## src/rtl/rv32i_pkg.sv

```systemverilog
// Shared RV32I definitions: opcode constants, DE control bundle, and
// the operand-usage decode that the hazard logic relies on.
package rv32i_pkg;

  localparam logic [6:0] OP_LOAD   = 7'b0000011;
  localparam logic [6:0] OP_STORE  = 7'b0100011;
  localparam logic [6:0] OP_BRANCH = 7'b1100011;
  localparam logic [6:0] OP_IMM    = 7'b0010011;
  localparam logic [6:0] OP_OP     = 7'b0110011;
  localparam logic [6:0] OP_JALR   = 7'b1100111;
  localparam logic [6:0] OP_JAL    = 7'b1101111;
  localparam logic [6:0] OP_LUI    = 7'b0110111;
  localparam logic [6:0] OP_AUIPC  = 7'b0010111;
  localparam logic [6:0] BUBBLE_OP = 7'b0000000;

  typedef struct packed {
    logic       valid;
    logic [6:0] op;
    logic [2:0] funct3;
    logic       funct7b5;
    logic [4:0] rs1;
    logic [4:0] rs2;
    logic [4:0] rd;
    logic       reg_write;
    logic       mem_write;
    logic       mem_read;
  } de_ctrl_t;

  function automatic logic uses_rs1(input logic [6:0] op);
    return (op == OP_BRANCH) || (op == OP_LOAD) || (op == OP_STORE) ||
           (op == OP_IMM) || (op == OP_OP) || (op == OP_JALR);
  endfunction

  function automatic logic uses_rs2(input logic [6:0] op);
    return (op == OP_BRANCH) || (op == OP_STORE) || (op == OP_OP);
  endfunction

endpackage

```

## src/rtl/rv32i_hazard_detect.sv

```systemverilog
// Load-use detector: flags an FD instruction that reads the register a
// load currently in DE will write, which EM forwarding cannot yet supply.
module rv32i_hazard_detect
  import rv32i_pkg::*;
(
  input  logic       de_valid_i,
  input  logic [6:0] de_op_i,
  input  logic [4:0] de_rd_i,
  input  logic       fd_valid_i,
  input  logic [6:0] fd_op_i,
  input  logic [4:0] fd_rs1_i,
  input  logic [4:0] fd_rs2_i,
  output logic       haz_o
);

  logic load_in_de;
  logic rs1_hit;
  logic rs2_hit;

  assign load_in_de = de_valid_i && (de_op_i == OP_LOAD) && (de_rd_i != 5'd0);
  assign rs1_hit    = uses_rs1(fd_op_i) && (fd_rs1_i == de_rd_i);
  assign rs2_hit    = uses_rs2(fd_op_i) && (fd_rs2_i == de_rd_i);
  assign haz_o      = load_in_de && fd_valid_i && (rs1_hit || rs2_hit);

endmodule

```

## src/rtl/rv32i_de_stage.sv

```systemverilog
// Decode-to-execute pipeline register with load-use bubble insertion,
// flush/memory-stall handling and saturating stall/flush counters.
module rv32i_de_stage
  import rv32i_pkg::*;
#(
  parameter int XLEN  = 32,
  parameter int CNT_W = 16
) (
  input  logic             clk,
  input  logic             reset,
  input  logic             mem_stall,
  input  logic             flush,
  input  logic             FD_valid,
  input  logic [6:0]       FD_OP,
  input  logic [2:0]       FD_funct3,
  input  logic             FD_funct7b5,
  input  logic [4:0]       FD_rs1,
  input  logic [4:0]       FD_rs2,
  input  logic [4:0]       FD_rd,
  input  logic             FD_RegWrite,
  input  logic             FD_MemWrite,
  input  logic             FD_MemRead,
  input  logic [XLEN-1:0]  FD_imm,
  input  logic [XLEN-1:0]  FD_PC,
  input  logic [XLEN-1:0]  FD_rs1_data,
  input  logic [XLEN-1:0]  FD_rs2_data,
  output logic             DE_valid,
  output logic [6:0]       DE_OP,
  output logic [2:0]       DE_funct3,
  output logic             DE_funct7b5,
  output logic [4:0]       DE_rs1,
  output logic [4:0]       DE_rs2,
  output logic [4:0]       DE_rd,
  output logic             DE_RegWrite,
  output logic             DE_MemWrite,
  output logic             DE_MemRead,
  output logic [XLEN-1:0]  DE_imm,
  output logic [XLEN-1:0]  DE_PC,
  output logic [XLEN-1:0]  DE_rs1_data,
  output logic [XLEN-1:0]  DE_rs2_data,
  output logic             lu_stall,
  output logic [CNT_W-1:0] lu_stall_cnt,
  output logic [CNT_W-1:0] flush_cnt
);

  de_ctrl_t               ctrl_q, ctrl_d, fd_ctrl;
  logic     [XLEN-1:0]    imm_q, imm_d, pc_q, pc_d;
  logic     [XLEN-1:0]    rs1_data_q, rs1_data_d, rs2_data_q, rs2_data_d;
  logic     [CNT_W-1:0]   lu_cnt_q, lu_cnt_d, fl_cnt_q, fl_cnt_d;
  logic                   haz;
  logic                   take_bubble;

  rv32i_hazard_detect u_hazard (
    .de_valid_i (ctrl_q.valid),
    .de_op_i    (ctrl_q.op),
    .de_rd_i    (ctrl_q.rd),
    .fd_valid_i (FD_valid),
    .fd_op_i    (FD_OP),
    .fd_rs1_i   (FD_rs1),
    .fd_rs2_i   (FD_rs2),
    .haz_o      (haz)
  );

  assign lu_stall = haz && !flush && !mem_stall;

  assign fd_ctrl = '{valid: 1'b1, op: FD_OP, funct3: FD_funct3, funct7b5: FD_funct7b5,
                     rs1: FD_rs1, rs2: FD_rs2, rd: FD_rd, reg_write: FD_RegWrite,
                     mem_write: FD_MemWrite, mem_read: FD_MemRead};

  // Flush outranks mem_stall; an invalid FD slot loads as a bubble.
  assign take_bubble = flush || (!mem_stall && (haz || !FD_valid));

  always_comb begin
    ctrl_d     = ctrl_q;
    imm_d      = imm_q;
    pc_d       = pc_q;
    rs1_data_d = rs1_data_q;
    rs2_data_d = rs2_data_q;
    if (take_bubble) begin
      ctrl_d     = '0;
      imm_d      = '0;
      pc_d       = '0;
      rs1_data_d = '0;
      rs2_data_d = '0;
    end else if (!mem_stall) begin
      ctrl_d     = fd_ctrl;
      imm_d      = FD_imm;
      pc_d       = FD_PC;
      rs1_data_d = FD_rs1_data;
      rs2_data_d = FD_rs2_data;
    end
  end

  always_comb begin
    lu_cnt_d = lu_cnt_q;
    fl_cnt_d = fl_cnt_q;
    if (lu_stall && (lu_cnt_q != {CNT_W{1'b1}})) lu_cnt_d = lu_cnt_q + 1'b1;
    if (flush && (fl_cnt_q != {CNT_W{1'b1}}))    fl_cnt_d = fl_cnt_q + 1'b1;
  end

  always_ff @(posedge clk) begin
    if (reset) begin
      ctrl_q     <= '0;
      imm_q      <= '0;
      pc_q       <= '0;
      rs1_data_q <= '0;
      rs2_data_q <= '0;
      lu_cnt_q   <= '0;
      fl_cnt_q   <= '0;
    end else begin
      ctrl_q     <= ctrl_d;
      imm_q      <= imm_d;
      pc_q       <= pc_d;
      rs1_data_q <= rs1_data_d;
      rs2_data_q <= rs2_data_d;
      lu_cnt_q   <= lu_cnt_d;
      fl_cnt_q   <= fl_cnt_d;
    end
  end

  assign DE_valid     = ctrl_q.valid;
  assign DE_OP        = ctrl_q.op;
  assign DE_funct3    = ctrl_q.funct3;
  assign DE_funct7b5  = ctrl_q.funct7b5;
  assign DE_rs1       = ctrl_q.rs1;
  assign DE_rs2       = ctrl_q.rs2;
  assign DE_rd        = ctrl_q.rd;
  assign DE_RegWrite  = ctrl_q.reg_write;
  assign DE_MemWrite  = ctrl_q.mem_write;
  assign DE_MemRead   = ctrl_q.mem_read;
  assign DE_imm       = imm_q;
  assign DE_PC        = pc_q;
  assign DE_rs1_data  = rs1_data_q;
  assign DE_rs2_data  = rs2_data_q;
  assign lu_stall_cnt = lu_cnt_q;
  assign flush_cnt    = fl_cnt_q;

endmodule

```

## config.mk

```make
export PLATFORM = sky130hd
export DESIGN_NAME = rv32i_de_stage
export DESIGN_NICKNAME = d
export VERILOG_FILES = /design/src/rtl/rv32i_pkg.sv /design/src/rtl/rv32i_hazard_detect.sv /design/src/rtl/rv32i_de_stage.sv
export SDC_FILE = /design/constraint.sdc
export NUM_CORES = 1
export LEC_CHECK = 0
export CAP_MARGIN = 10
export CORE_ASPECT_RATIO = 0.7
export CORE_MARGIN = 2
export CORE_UTILIZATION = 41
export DETAILED_ROUTE_END_ITERATION = 7
export PLACE_DENSITY_LB_ADDON = 0.08
export SYNTH_ARGS = -nofsm -noshare
export SYNTH_HDL_FRONTEND = slang
export SYNTH_HIERARCHICAL = 1
export SYNTH_SLANG_ARGS = --single-unit
```

## constraint.sdc

```tcl
create_clock -name clk -period 4.1 [get_ports clk]
set_input_delay 1.23 -clock clk [delete_from_list [all_inputs] [get_ports clk]]
set_output_delay 1.23 -clock clk [all_outputs]
set_load 0.02 [all_outputs]
```

==> flow_metrics.py, run 1 <==
metrics = {
    "setup_path": {
        "setup.worst_path.start": "FD_rs2[2]",
        "cp_cell_sequence": "dlygate4sd2_1 > xor2_1 > nor4_1 > nand2_1 > a21oi_2 > or3b_4 > inv_2 > buf_6",
        "start_kind": "input pin",
        "arrival_ps": 2820,
        "r2r_start": "DE_rd[4]",
        "crit_type": "input pin to output pin",
        "crit_fanout": 2,
        "cp.required_ps": 2870,
        "slowest_delay_ps": 400,
        "cp-end-kind": "output pin",
        "slowest_stage": "or3b_4",
    },
    "floorplan": {
        "num_rows": 40,
        "die_area_um2": 18800,
        "die_h_um": 115,
        "core-area_um2": 17200,
        "pin_count": 353,
        "die_x_um": 163,
        "start_util_pct": 42.1,
    },
    "timing": {
        "fin_crit_ps": 4050,
        "hold_viol": 0,
        "tns_ps": 0,
        "finalCritPeriodShare_pct": 98.7,
        "maxSlewViolCount": 0,
        "timing.fmax_mhz": 247,
        "slew_headroom_pct": 23.3,
        "fin_skew_ps": 14.8,
        "worst_pin_slew_ps": 1140,
        "setup_violations": 0,
        "whs_ps": 480,
    },
    "layout": {
        "final_util_pct": 68.4,
        "area_growth_syn_to_layout_pct": 62.4,
        "drive_gt1_share_pct": 6.46,
        "antenna_cells": 0,
        "layout_common_cells": "clkdlybuf4s50_1 (335), dfxtp_1 (190), nor2_1 (171), mux2i_1 (159), a21oi_1 (20)",
        "fillers": 1397,
        "nNetsFinal": 1235,
        "final_common_cell": "clkdlybuf4s50_1",
    },
    "clock_network": {
        "cts_sinks": 190,
        "htreeDepth": 4,
        "clock_latency_ps": 430,
        "cts_buffers": 17,
        "cts_tree": "yes",
        "cts_root_buf": "clkbuf_16",
        "cts.path.max_buffers": 2,
        "cts_hold_buf": 0,
        "clk_pin_slew_ps": 70,
    },
    "grt": {
        "groute.usage.overall_pct": 22.8,
        "grt_pass1_wl_um": 33300,
        "grt_overflow": 0,
        "grt_pass1_vias": 6224,
        "antenna_found_initial": 0,
        "grt_max_degree": 61,
    },
    "synthesis": {
        "syn_nets": 892,
        "syn_avg_cell_area_um2": 9.96,
        "seq_area_frac_synth_pct": 52.4,
        "netlist_instances": 728,
        "ys_types": 39,
        "synth_edf_count": 0,
        "synth_top_area_share_pct": 52.4,
        "synth_largest_area_cell": "dfxtp_1",
        "ys.flop_type": "dfxtp_1",
        "synth_area_leaders": "dfxtp_1 (52%), mux2i_1 (22%), nor2_1 (8.8%), clkbuf_1 (2.0%), a21oi_1 (1.4%)",
        "syn_area_um2": 7250,
        "synth-seq-cells": 190,
        "async_flop_share_pct": 0,
        "ys_warn_count": 6,
    },
    "flow_run": {
        "cap_violations": 0,
    },
    "routing": {
        "num_vias": 6425,
        "wl_per_cell_um": 16.6,
        "drc": 0,
        "drtAntennaViolNets": 0,
        "dr.first_iter.drc_count": 385,
        "drt-total-wl_um": 21900,
        "via_per_inst": 4.89,
        "first_pass_iters": 4,
    },
    "pwr": {
        "p_leak_nw": 4.70,
        "pwr_density_cell_nw_per_um2": 364,
        "irDropWorstVdd_uv": 200,
    },
    "hold_path": {
        "hp-start": "DE_valid",
        "hold_path.class": "flop to flop",
    },
    "place": {
        "gp_congestion": 0.776,
        "dpl.hpwl_um": 15900,
        "io_buffers": 352,
    },
    "status": {
        "status": "finished clean",
    },
}
cells in the mapped netlist (2+ instances only):
library cell    n
a211oi_1        2
a21oi_1        21
a31oi_1         3
and3_1          6
and4_1          2
buf_1           3
buf_2           2
clkbuf_1       39
dfxtp_1       190
ha_1            2
inv_1           9
mux2_2          3
mux2i_1       159
nand2_1        12
nand3_1         7
nand4_1        11
nor2_1        171
nor2b_1         4
nor3_1          4
nor4_1         10
nor4b_1         2
o21ai_0        12
o31ai_1        10
or3_1           9
or4_1          11
xnor2_1         2
xor2_1         10
routing by layer:
metal,vias up,part of all wire (%),track usage [%],wire length (um)
li1,3205,-,-,-
met1,2992,42,26.8,9180
met2,208,48,39.4,10500
met3,20,8.6,8.55,1880
met4,0,1.4,6.61,300
met5,-,0,0,0
cell type report:
type / count / area, um^2 / area share [%]
clock buffers: 19 / 453 / 3.85
well taps: 231 / 289 / 2.45
multi-input cells: 485 / 3320 / 28.2
repair buffers: 368 / 3670 / 31.2
inverters: 9 / 33.8 / 0.287
flip-flops and latches: 190 / 3800 / 32.3
clock inverters: 12 / 204 / 1.73
logic make-up (layout without fill, tap and decap cells):
| logic type | Yosys count | after routing | share of synthesized area (%) |
|---|---|---|---|
| simple gates | 255 | 255 | 16.1 |
| xor+xnor | 12 | 12 | 1.45 |
| flops | 190 | 190 | 52.4 |
| compound gates | 54 | 54 | 4.52 |
| mux | 162 | 162 | 22.4 |
| fa+ha+maj | 2 | 2 | 0.345 |
| buf+inv | 53 | 408 | 2.78 |
what timing repair did:
item                                    4_1_cts  5_1_grt
endpoints found under the hold margin         0        0
resized for setup                            30       14
pin swaps                                     7        9
endpoints found under the setup margin        1        1
setup buffers                                 1        0
worst max-delay path: cells and delay by family:
family | cells | cell delay (ps)
xor+xnor | 1 | 150
buf+inv | 3 | 450
compound gates | 1 | 190
simple gates | 3 | 790
state kept, by name, indices dropped and copies added (netlist names):
name / flops
DE_MemRead: 1
DE_MemWrite: 1
DE_OP: 7
DE_PC: 32
DE_RegWrite: 1
DE_funct3: 3
DE_funct7b5: 1
DE_imm: 32
DE_rd: 5
DE_rs1: 5
DE_rs1_data: 32
DE_rs2: 5
DE_rs2_data: 32
DE_valid: 1
flush_cnt: 16
lu_stall_cnt: 16
per-stage QoR:
| step | cell area, um^2 | power [mW] | worst slack (ps) | instances |
|---|---|---|---|---|
| finish | 11800 | 4.28 | 53.9 | 1314 |
| floorplan | 7250 | 2.19 | 249 | 728 |
| global placement | 11100 | 2.48 | -838 | 1282 |
| CTS | 11800 | 4.32 | 7.88 | 1314 |
| detailed placement | 11100 | 2.48 | -758 | 1282 |
| global route | 11800 | 4.44 | -1.28 | 1314 |
final timing paths:
kind                                          to  slack (ps)  cells past startpoint
worst max register to register  lu_stall_cnt[13]        1020                     11
worst max-delay path                    lu_stall          50                      8
worst min-delay path                    DE_valid         480                      2
worst min register to register          DE_valid         480                      2
power breakdown:
group          switching (mW)  total [mW]  internal (mW)  leakage (nW)
registers              0.0276        1.92           1.89          1.54
logic                   0.222       0.519          0.297          2.83
clock network           0.727        1.85           1.12         0.325
total                   0.976        4.28           3.31          4.70
Power figures use the tool's default switching activity.
==> inputs of run 2 (changes only) <==
--- a/config.mk
+++ b/config.mk
@@ -5,7 +5,7 @@
 export SDC_FILE = /design/constraint.sdc
 export NUM_CORES = 1
 export LEC_CHECK = 0
-export CAP_MARGIN = 10
+export CAP_MARGIN = 40
 export CORE_ASPECT_RATIO = 0.7
 export CORE_MARGIN = 2
 export CORE_UTILIZATION = 41
==> run 2 against run 1 <==
Highest routed layer unchanged. Critical path depth down 1. Sequential power is essentially flat. Clock power decreased by 11%. Clock skew down 2.4 ps. Largest cell class unchanged.
==> flow_metrics.py, run 2 (synthesized netlist as in run 1, its figures left out) <==
metrics = {
    "timing": {
        "slew_headroom_pct": 48.4,
        "fin_skew_ps": 12.4,
        "setup_violations": 0,
        "worst_slack_ps": 71.1,
        "worst_pin_slew_ps": 768,
        "hold_viol": 0,
        "maxSlewViolCount": 0,
        "finalCritPeriodShare_pct": 98.3,
        "timing.fmax_mhz": 248,
        "fin_crit_ps": 4030,
    },
    "routing": {
        "wl_met1_um": 8940,
        "drt-total-wl_um": 21900,
        "dr_wl_met2_um": 10600,
        "via_per_inst": 4.89,
        "wl_per_cell_um": 16.6,
        "highest_layer": "met4",
        "drc": 0,
        "dr_wl_met3_um": 2000,
        "dr.first_iter.drc_count": 439,
        "num_vias": 6449,
        "drtAntennaViolNets": 0,
        "first_pass_iters": 4,
    },
    "grt": {
        "grt_overflow": 0,
        "grt_pass1_wl_um": 33600,
        "antenna_found_initial": 0,
        "groute.usage.overall_pct": 23.1,
        "grt_max_degree": 49,
        "grt_pass1_vias": 6239,
    },
    "setup_path": {
        "arrival_ps": 2800,
        "r2r_setup_slack_ps": 1060,
        "r2r_start": "DE_rd[1]",
        "cp-end-kind": "output pin",
        "start_kind": "input pin",
        "worst-r2r-cell-count": 11,
        "cp.required_ps": 2870,
        "timing.rr.end": "lu_stall_cnt[13]",
        "crit_type": "input pin to output pin",
        "crit_fanout": 2,
    },
    "pwr": {
        "pwr_density_cell_nw_per_um2": 347,
        "irDropWorstVdd_uv": 250,
        "p_leak_nw": 4.68,
    },
    "clock_network": {
        "cts_tree": "yes",
        "cts_hold_buf": 0,
        "cts_root_buf": "clkbuf_16",
        "cts_sinks": 190,
        "clk_pin_slew_ps": 60,
        "htreeDepth": 4,
        "cts_buffers": 17,
        "clock_latency_ps": 420,
        "cts.path.max_buffers": 2,
    },
    "flow_run": {
        "cap_violations": 0,
    },
    "floorplan": {
        "die_h_um": 115,
        "core-area_um2": 17200,
        "die_area_um2": 18800,
        "pin_count": 353,
        "start_util_pct": 42.1,
        "die_x_um": 163,
        "num_rows": 40,
    },
    "hold_path": {
        "worstHoldPathCells": 2,
        "hold_path.class": "flop to flop",
        "hp-start": "DE_valid",
        "whs_endpoint": "DE_valid",
    },
    "place": {
        "pre_cts_slack_ps": -766,
        "io_buffers": 352,
        "dpl.hpwl_um": 16200,
        "gp_congestion": 0.776,
    },
    "layout": {
        "layout_common_cells": "clkdlybuf4s50_1 (336), dfxtp_1 (190), nor2_1 (171), mux2i_1 (159), a21oi_1 (20)",
        "nNetsFinal": 1240,
        "final_common_cell": "clkdlybuf4s50_1",
        "drive_gt1_share_pct": 6.89,
        "final_util_pct": 68.3,
        "antenna_cells": 0,
        "fillers": 1389,
        "area_growth_syn_to_layout_pct": 62.2,
    },
    "status": {
        "status": "finished clean",
    },
}
[run 2: cell types whose count changed in the layout (fill, tap and decap cells not counted), sizes merged]
cell,change
clkinv,+2
inv,-1
clkinvlp,+3
clkdlybuf4s50,+1
clkdlybuf4s15,+1
buf,+4
clkbuf,+1
dlygate4sd2,-1
bufinv,-3
dlymetal6s2s,-1
[run 2: worst max-delay path by stage]
stage / startpoint / to / slack, ps / cells past startpoint
after floorplan: FD_rs1[1] / lu_stall / 250 / 7
after global placement: FD_rs2[1] / lu_stall / -840 / 8
after detailed placement: FD_OP[6] / lu_stall / -770 / 8
after CTS: FD_rs1[4] / lu_stall / 6 / 8
after global routing: FD_OP[3] / lu_stall / -0.6 / 7
final: FD_OP[3] / lu_stall / 70 / 7
[run 2: final cells by class]
| type | instances | area, um^2 | area share [%] |
|---|---|---|---|
| sequential | 190 | 3800 | 32.3 |
| timing repair buffer | 373 | 3740 | 31.8 |
| multi-input combinational | 485 | 3320 | 28.2 |
| clock buffer | 19 | 443 | 3.77 |
| tap | 231 | 289 | 2.46 |
| clock inverter | 13 | 138 | 1.17 |
| inverter | 9 | 33.8 | 0.287 |
[run 2: per-stage QoR]
| stage | hold slack [ps] | setup TNS, ps | power (mW) | cell area (um^2) | instances |
|---|---|---|---|---|---|
| 2_1_floorplan | 538 | 0 | 2.19 | 7250 | 728 |
| 3_3_place_gp | 470 | -1410 | 2.48 | 11100 | 1282 |
| 3_5_place_dp | 470 | -988 | 2.48 | 11100 | 1286 |
| 4_1_cts | 482 | 0 | 4.12 | 11700 | 1320 |
| 5_1_grt | 508 | -0.579 | 4.25 | 11800 | 1320 |
| 6_report | 482 | 0 | 4.08 | 11800 | 1320 |
[run 2: layer usage]
layer | vias to the layer above | global-route usage, %
met5 | - | 0
met4 | 0 | 6.84
met3 | 24 | 9.24
met2 | 214 | 39.4
met1 | 2990 | 26.9
li1 | 3221 | -
[run 2: what timing repair did]
action	in CTS	in global routing
buffers inserted	2	0
pin swaps	7	8
setup endpoints to repair	1	1
hold endpoints to repair	0	0
gates resized for setup	30	14
[run 2: power breakdown]
| group | internal [mW] | switching [mW] |
|---|---|---|
| combinational | 0.301 | 0.224 |
| clock | 0.918 | 0.725 |
| sequential | 1.89 | 0.0276 |
| total | 3.11 | 0.976 |
[run 2: worst max-delay path: stages]
cell             delay, ps
clkdlybuf4s50_1        460
nor4b_4                220
o211ai_1               140
a21oi_2                160
or3b_4                 400
inv_2                   80
buf_6                  110
